**src/rtl/clk_freq_meter_pkg.sv**
```systemverilog
// ============================================================================
// Module : clk_freq_meter_pkg
// Brief  : Helper for sizing counters in the frequency meter.
// Rev    : 1.0
// ============================================================================
`default_nettype none

package clk_freq_meter_pkg;

    // Counter width able to hold 0..n-1, never narrower than one bit.
    function automatic int cnt_width(input int n);
        return (n > 1) ? $clog2(n) : 1;
    endfunction

endpackage

`default_nettype wire

```
**src/rtl/sync_2ff.sv**
```systemverilog
// ============================================================================
// Module : sync_2ff
// Brief  : Single-bit two-flop synchronizer, asynchronous active-high reset.
// Rev    : 1.0
// ============================================================================
`default_nettype none

module sync_2ff (
    input  logic clk,
    input  logic rst,
    input  logic d,
    output logic q
);

    logic r_meta;
    logic r_sync;

    always_ff @(posedge clk or posedge rst) begin
        if (rst) begin
            r_meta <= 1'b0;
            r_sync <= 1'b0;
        end else begin
            r_meta <= d;
            r_sync <= r_meta;
        end
    end

    assign q = r_sync;

endmodule

`default_nettype wire

```
**src/rtl/clk_freq_meter.sv**
```systemverilog
// ============================================================================
// Module : clk_freq_meter
// Brief  : Counts rising edges of meas_clk over a GATE_CYCLES-long clk window.
// Rev    : 1.0
// ============================================================================
`default_nettype none

module clk_freq_meter
    import clk_freq_meter_pkg::*;
#(
    parameter int GATE_CYCLES = 100000000,
    parameter int CNT_W       = 32
) (
    input  logic             clk,
    input  logic             rst,
    input  logic             en,
    input  logic             meas_clk,
    output logic [CNT_W-1:0] freq,
    output logic             freq_valid,
    output logic             freq_ovf,
    output logic             busy
);

    localparam int           GW          = cnt_width(GATE_CYCLES);
    localparam logic [GW-1:0] c_gate_last = GW'(GATE_CYCLES - 1);
    localparam logic [0:0]   c_st_idle   = 1'b0;
    localparam logic [0:0]   c_st_gate   = 1'b1;

    logic [0:0]       r_state;
    logic [0:0]       w_next_state;
    logic [GW-1:0]    r_gate_cnt;
    logic [CNT_W-1:0] r_edge_cnt;
    logic             r_ovf_sticky;
    logic             w_meas_sync;
    logic             r_meas_prev;
    logic             w_edge;
    logic             w_last;
    logic             w_cnt_full;

    sync_2ff u_sync (
        .clk (clk),
        .rst (rst),
        .d   (meas_clk),
        .q   (w_meas_sync)
    );

    assign w_edge     = w_meas_sync & ~r_meas_prev;
    assign w_last     = (r_state == c_st_gate) && (r_gate_cnt == c_gate_last);
    assign w_cnt_full = &r_edge_cnt;

    always_ff @(posedge clk or posedge rst) begin
        if (rst) begin
            r_state <= c_st_idle;
        end else begin
            r_state <= w_next_state;
        end
    end

    always_comb begin
        w_next_state = r_state;
        case (r_state)
            c_st_idle: if (en) w_next_state = c_st_gate;
            c_st_gate: if (!en) w_next_state = c_st_idle;
            default:   w_next_state = c_st_idle;
        endcase
    end

    always_comb begin
        busy = (r_state == c_st_gate);
    end

    // Counters run only in non-final GATE cycles with en high; every other
    // case (idle, abort, window boundary) restarts them from zero.
    always_ff @(posedge clk or posedge rst) begin
        if (rst) begin
            r_meas_prev  <= 1'b0;
            r_gate_cnt   <= '0;
            r_edge_cnt   <= '0;
            r_ovf_sticky <= 1'b0;
        end else begin
            r_meas_prev <= w_meas_sync;
            if ((r_state == c_st_gate) && en && !w_last) begin
                r_gate_cnt <= r_gate_cnt + GW'(1);
                if (w_edge) begin
                    if (w_cnt_full) begin
                        r_ovf_sticky <= 1'b1;
                    end else begin
                        r_edge_cnt <= r_edge_cnt + CNT_W'(1);
                    end
                end
            end else begin
                r_gate_cnt   <= '0;
                r_edge_cnt   <= '0;
                r_ovf_sticky <= 1'b0;
            end
        end
    end

    // The final cycle's own edge belongs to the window being published.
    always_ff @(posedge clk or posedge rst) begin
        if (rst) begin
            freq       <= '0;
            freq_valid <= 1'b0;
            freq_ovf   <= 1'b0;
        end else begin
            freq_valid <= w_last;
            if (w_last) begin
                freq     <= w_cnt_full ? r_edge_cnt : r_edge_cnt + CNT_W'(w_edge);
                freq_ovf <= r_ovf_sticky | (w_edge & w_cnt_full);
            end
        end
    end

endmodule

`default_nettype wire
```
**config.mk**
```make
export PLATFORM = sky130hd
export DESIGN_NAME = clk_freq_meter
export DESIGN_NICKNAME = d
export VERILOG_FILES = /design/src/rtl/clk_freq_meter_pkg.sv /design/src/rtl/sync_2ff.sv /design/src/rtl/clk_freq_meter.sv
export SDC_FILE = /design/constraint.sdc
export NUM_CORES = 1
export LEC_CHECK = 0
export CAP_MARGIN = 5
export CORE_UTILIZATION = 64
export CTS_BUF_LIST = sky130_fd_sc_hd__clkbuf_2 sky130_fd_sc_hd__clkbuf_4 sky130_fd_sc_hd__clkbuf_8
export DETAILED_ROUTE_END_ITERATION = 10
export PLACE_DENSITY = 0.83
export SLEW_MARGIN = 20
export SYNTH_ARGS = -nofsm -noshare
export SYNTH_HDL_FRONTEND = slang
export SYNTH_SLANG_ARGS = --single-unit
```
**constraint.sdc**
```tcl
create_clock -name clk -period 9.7 [get_ports clk]
set_clock_uncertainty 0.2 [all_clocks]
set_input_delay 1.94 -clock clk [delete_from_list [all_inputs] [get_ports clk]]
set_output_delay 1.94 -clock clk [all_outputs]
set_load 0.01 [all_outputs]
```
# [Word level (Yosys, flattened, before mapping)]
# Index checks and enable logic that the tools add are counted.
[totals] input_bits=4 out_inout_bits=35 ff_bits=98 wordCells=37
[op_classes] add_sub_neg=3 muxes=9 n_reduce_logical=7 eq_ne=4 n_bitwise=4
[op_table] operator="$mux W32" n=4
[op_table] operator="$add A32 B1 Y32" n=1
[op_table] operator="$add A32 B1 Y32 const B" n=1
[op_table] operator="$reduce_and A32 Y1" n=1
[op_table] operator="$add A27 B1 Y27 const B" n=1
[op_table] operator="$eq A27 B27 Y1 const B" n=1
[op_table] operator="$mux W27" n=1
[op_table] operator="$ne A2 B2 Y1 const B" n=3
[op_table] operator="$mux W1" n=4
[op_table] operator="$reduce_and A2 Y1" n=2
[op_table] operator="$logic_and A1 B1 Y1" n=3
[op_table] operator="$and A1 B1 Y1" n=2
[op_table] operator="$logic_not A1 Y1" n=1
[op_table] operator="$not A1 Y1" n=1
[op_table] operator="$or A1 B1 Y1" n=1

# [Depth between registers and ports, before layout]
[depth] depth_word=6 ltp_mapped=12

# [By module]
# A second synthesis with hierarchy kept.
[unflattened] hier_cells=554 hier_area_um2=5123.7
[by_module_without_submodules] module="clk_freq_meter" instances=1 area_each_um2=5069.9 cells_per_inst=551
[by_module_without_submodules] module="sync_2ff" instances=1 area_each_um2=53.8 cells_per_inst=3

# [Least setup slack after synthesis]
# No wires, ideal clock.
[synth_timing] kind="register to register" from="register r_meas_prev" to="register freq[16]" setup_time_ns=0.082 synth_period_minus_slack_ns=3.040 slack_ns=6.660 arrival_time_ns=2.758 path_stages_with_launch=13 n_path_buf=3 path_cell_list="dfrtp_1 > nand2b_1 > inv_1 > clkbuf_1 > ha_1 > ha_1 > nand3_2 > or2_1 > clkbuf_1 > or3_1 > buf_2 > or4_1 > a31oi_1"
[synth_via] elab_chain_cells=4
[synth_rtl] element="start: declaration" line_no="clk_freq_meter.sv:35" rtl="logic r_meas_prev;"
[synth_rtl] element="start signal: assignment" line_no="clk_freq_meter.sv:81" rtl="r_meas_prev <= w_meas_sync;"
[synth_rtl] element="$not A1 Y1" line_no="clk_freq_meter.sv:47" rtl="assign w_edge = w_meas_sync & ~r_meas_prev;"
[synth_rtl] element="$and A1 B1 Y1" line_no="clk_freq_meter.sv:47"
[synth_rtl] element="$add A32 B1 Y32" line_no="clk_freq_meter.sv:108" rtl="freq <= w_cnt_full ? r_edge_cnt : r_edge_cnt + CNT_W'(w_edge);"
[synth_rtl] element="$mux W32" line_no="clk_freq_meter.sv:108"
[synth_rtl] element="end signal: assignment" line_no="clk_freq_meter.sv:108"
[synth_rtl] element="end: declaration" line_no="clk_freq_meter.sv:18" rtl="output logic [CNT_W-1:0] freq,"
# Every way passes these cells.
# A chain may end at the register's enable or synchronous reset.

# [Worst setup path in the final report]
[layout_timing] from="register r_meas_prev" to="register freq[20]"
# The elaborated chain is that of the path after synthesis.

==> reports/qor.txt <==
Fin nets = 617
Worst-Skew Late Latency = 370 ps
Core Util, Final = 72.29%
Worst-Margin Slew = 1034 ps
Status = finished clean
Drt pass-1 iters = 6
Placer Congestion = 0.9066
CP Class = flop to flop
HP Class = flop to flop
Root Buffer Master = clkbuf_8
First-pass GRT wire length = 21,180 µm
Mapped Cells = 605
Final worst-path cycle share = 37.42%
Fin worst setup slack = 6070 ps
Worst VDD drop = 0.08201 mV
Die X = 94.03 µm
Syn avg cell area = 8.959 µm²
Vias = 4,801
Main area contributors after synthesis = dfrtp_1 (45%), or4_1 (6.6%), nand3_1 (4.9%)
Initial drt markers = 506
Routed len/inst = 17.70 µm
Post-synth ARST share = 100.0%
DP Wirelength = 8635 µm
Final min period = 3630 ps
Place WS = 5949 ps
Final Hold Viols = 0
Post-CTS Setup Inserts = 0
Setup Viol. Count Final = 0
WP buf/inv = 1
Hold buffers post-CTS = 0
Hold WS = 212.9 ps
Clk buf depth = 2
Post-Synthesis Cell Area = 5420 µm²
Main synth FF type = dfrtp_1
Number of flops mapped to enable cells by yosys = 0
Total gr overflow = 0
Mapped Nets = 613
Number of gates resized after cts = 0
Rows = 33
Crit-path max FO = 20
Yosys cell types = 42
Pins Over Slew Limit = 0
Drt total wl = 12,710 µm
Htree depth = 3
Drt via density = 6.687
Slew headroom = 30.00%
CTS Buf Count = 9
Ports = 39
Filler cell count = 653
Family with the most delay on the worst path = simple AND/OR/NAND/NOR gates
Area growth syn-to-layout = 9.580%
DIE AREA = 8841 µm²
Register area share after synthesis = 45.24%
Worst EP arrival = 3730 ps
Max Freq = 275.5 MHz
Max-cap violations = 0
Die Height = 94.03 µm
Synth top area share = 45.24%
Vias in the first global route = 4,396
Largest net degree at the start of global routing = 68
Layout cells sized above 1 = 5.710%
Worst setup EP type = flop
Clock-pin slew of the registers on the worst-case setup and hold paths = 100 ps
RSZ-0062 raised after global routing = no
Number of I/O port buffers = 38
Core area = 8217 µm²
Number of warnings issued by yosys = 0
Dominant cell type by area after synthesis = dfrtp_1
Critical path's most frequent cell = ha_1
# clock sinks = 98
N_diodes = 0
Initial antenna violation count = 0
Post-synthesis register bit count = 98
# DRC = 0
Overall global routing resource usage = 30.97%
Initial Util = 65.97%
Worst EP required = 9800 ps
Placed Cells = 703
CP Launch Type = flop
Crit-path max cell delay = 540 ps
Worst-path cell chain = nand2b_1 > inv_1 > ha_1 > ha_1 > nand3_2 > or2_1 > or3_1 > or4_1 > a31oi_1
Post-DRT Antenna Nets = 0
Power Dens Cells = 116.4 nW/µm²
Pleak = 2.188 nW
Setup TNS Final = 0 ps
Layout Cells excl Fill = 718
Max stage delay cell, worst path = or4_1
CTS tree = built
-- worst paths after layout --
kind | start | endpoint | slack (ps) | cells past startpoint
setup / recovery | r_meas_prev | freq[20] | 6070 | 9
hold / removal | u_sync.q | r_meas_prev | 210 | 0
setup reg to reg | r_meas_prev | freq[20] | 6070 | 9
hold reg to reg | u_sync.q | r_meas_prev | 210 | 0
max in group asynchronous | rst | freq[26] | 6430 | 3
min in group asynchronous | rst | u_sync.r_meta | 1710 | 2
-- per-layer routing --
layer	vias up	global-route usage (%)	wire (µm)
met2	180	49.82	6121
met3	28	3.964	754
met1	2309	41.85	5502
met4	0	13.85	333
met5	-	0	0
li1	2284	-	-
-- logic make-up after synthesis --
group	after synthesis	synth area share (%)
buffers and inverters	56	4.709
XOR/XNOR	24	3.878
flip-flops	98	45.24
AO/OA/AOI/OAI	110	12.90
AND/OR/NAND/NOR	312	32.16
adder cells (fa/ha/maj)	4	0.9234
multiplexers	1	0.1847
-- final cells by class --
| type | instances | area, µm² | share of cell area (%) |
|---|---|---|---|
| Clock buffer | 9 | 123.9 | 2.086 |
| Timing Repair Buffer | 43 | 417.9 | 7.036 |
| Tap cell | 105 | 131.4 | 2.212 |
| Multi-Input combinational cell | 451 | 2724 | 45.86 |
| Sequential cell | 98 | 2452 | 41.29 |
| Inverter | 6 | 25.02 | 0.4213 |
| Clock inverter | 6 | 65.06 | 1.095 |
-- where the power goes --
part           internal [mW]  total (mW)  switching (mW)
sequential             0.410       0.411         0.00137
clock                  0.119       0.262           0.144
combinational        0.00326      0.0181          0.0148
total                  0.532       0.691           0.160
-- layout by cell type, fill, tap and decap left out, types with 3 or more instances in the layout --
master,n
and3_1,8
nand2b_1,3
o31ai_1,25
ha_1,4
nand2_1,57
a21oi_1,33
o211ai_1,20
and4_1,6
nand3_1,52
nand4_1,30
or3_1,21
nor3_1,8
o21ai_0,14
clkdlybuf4s50_1,38
dfrtp_1,98
clkbuf_8,9
nor2_1,48
xnor2_1,5
inv_1,5
or4_1,48
a31oi_1,12
xor2_1,19
buf_4,5
nor4_1,7
or2_2,5
-- synth_stat cells, drive strengths merged (3+ instances only) --
library cell,instances
a21oi,33
a31oi,12
and3,9
and4,6
buf,22
clkbuf,28
dfrtp,98
ha,4
inv,6
nand2,57
nand2b,3
nand3,54
nand4,32
nor2,48
nor3,9
nor4,9
o211ai,20
o21ai,14
o31ai,25
or2,7
or3,21
or4,48
xnor2,5
xor2,19
-- registers in the layout, summed over array words and instances (netlist names) --
name and cells:
u_sync.q 1, freq_valid 1, r_gate_cnt 27, freq 32
u_sync.r_meta 1, r_meas_prev 1, r_edge_cnt 32, busy 1
freq_ovf 1, r_ovf_sticky 1
-- through the flow --
step           instance area (µm²)  power, mW
5_1_grt                       5939     0.7176
6_report                      5939     0.6914
4_1_cts                       5939     0.6962
3_3_place_gp                  5751     0.4370
2_1_floorplan                 5420     0.4312
3_5_place_dp                  5751     0.4378
(Power assumes the default switching activity.)
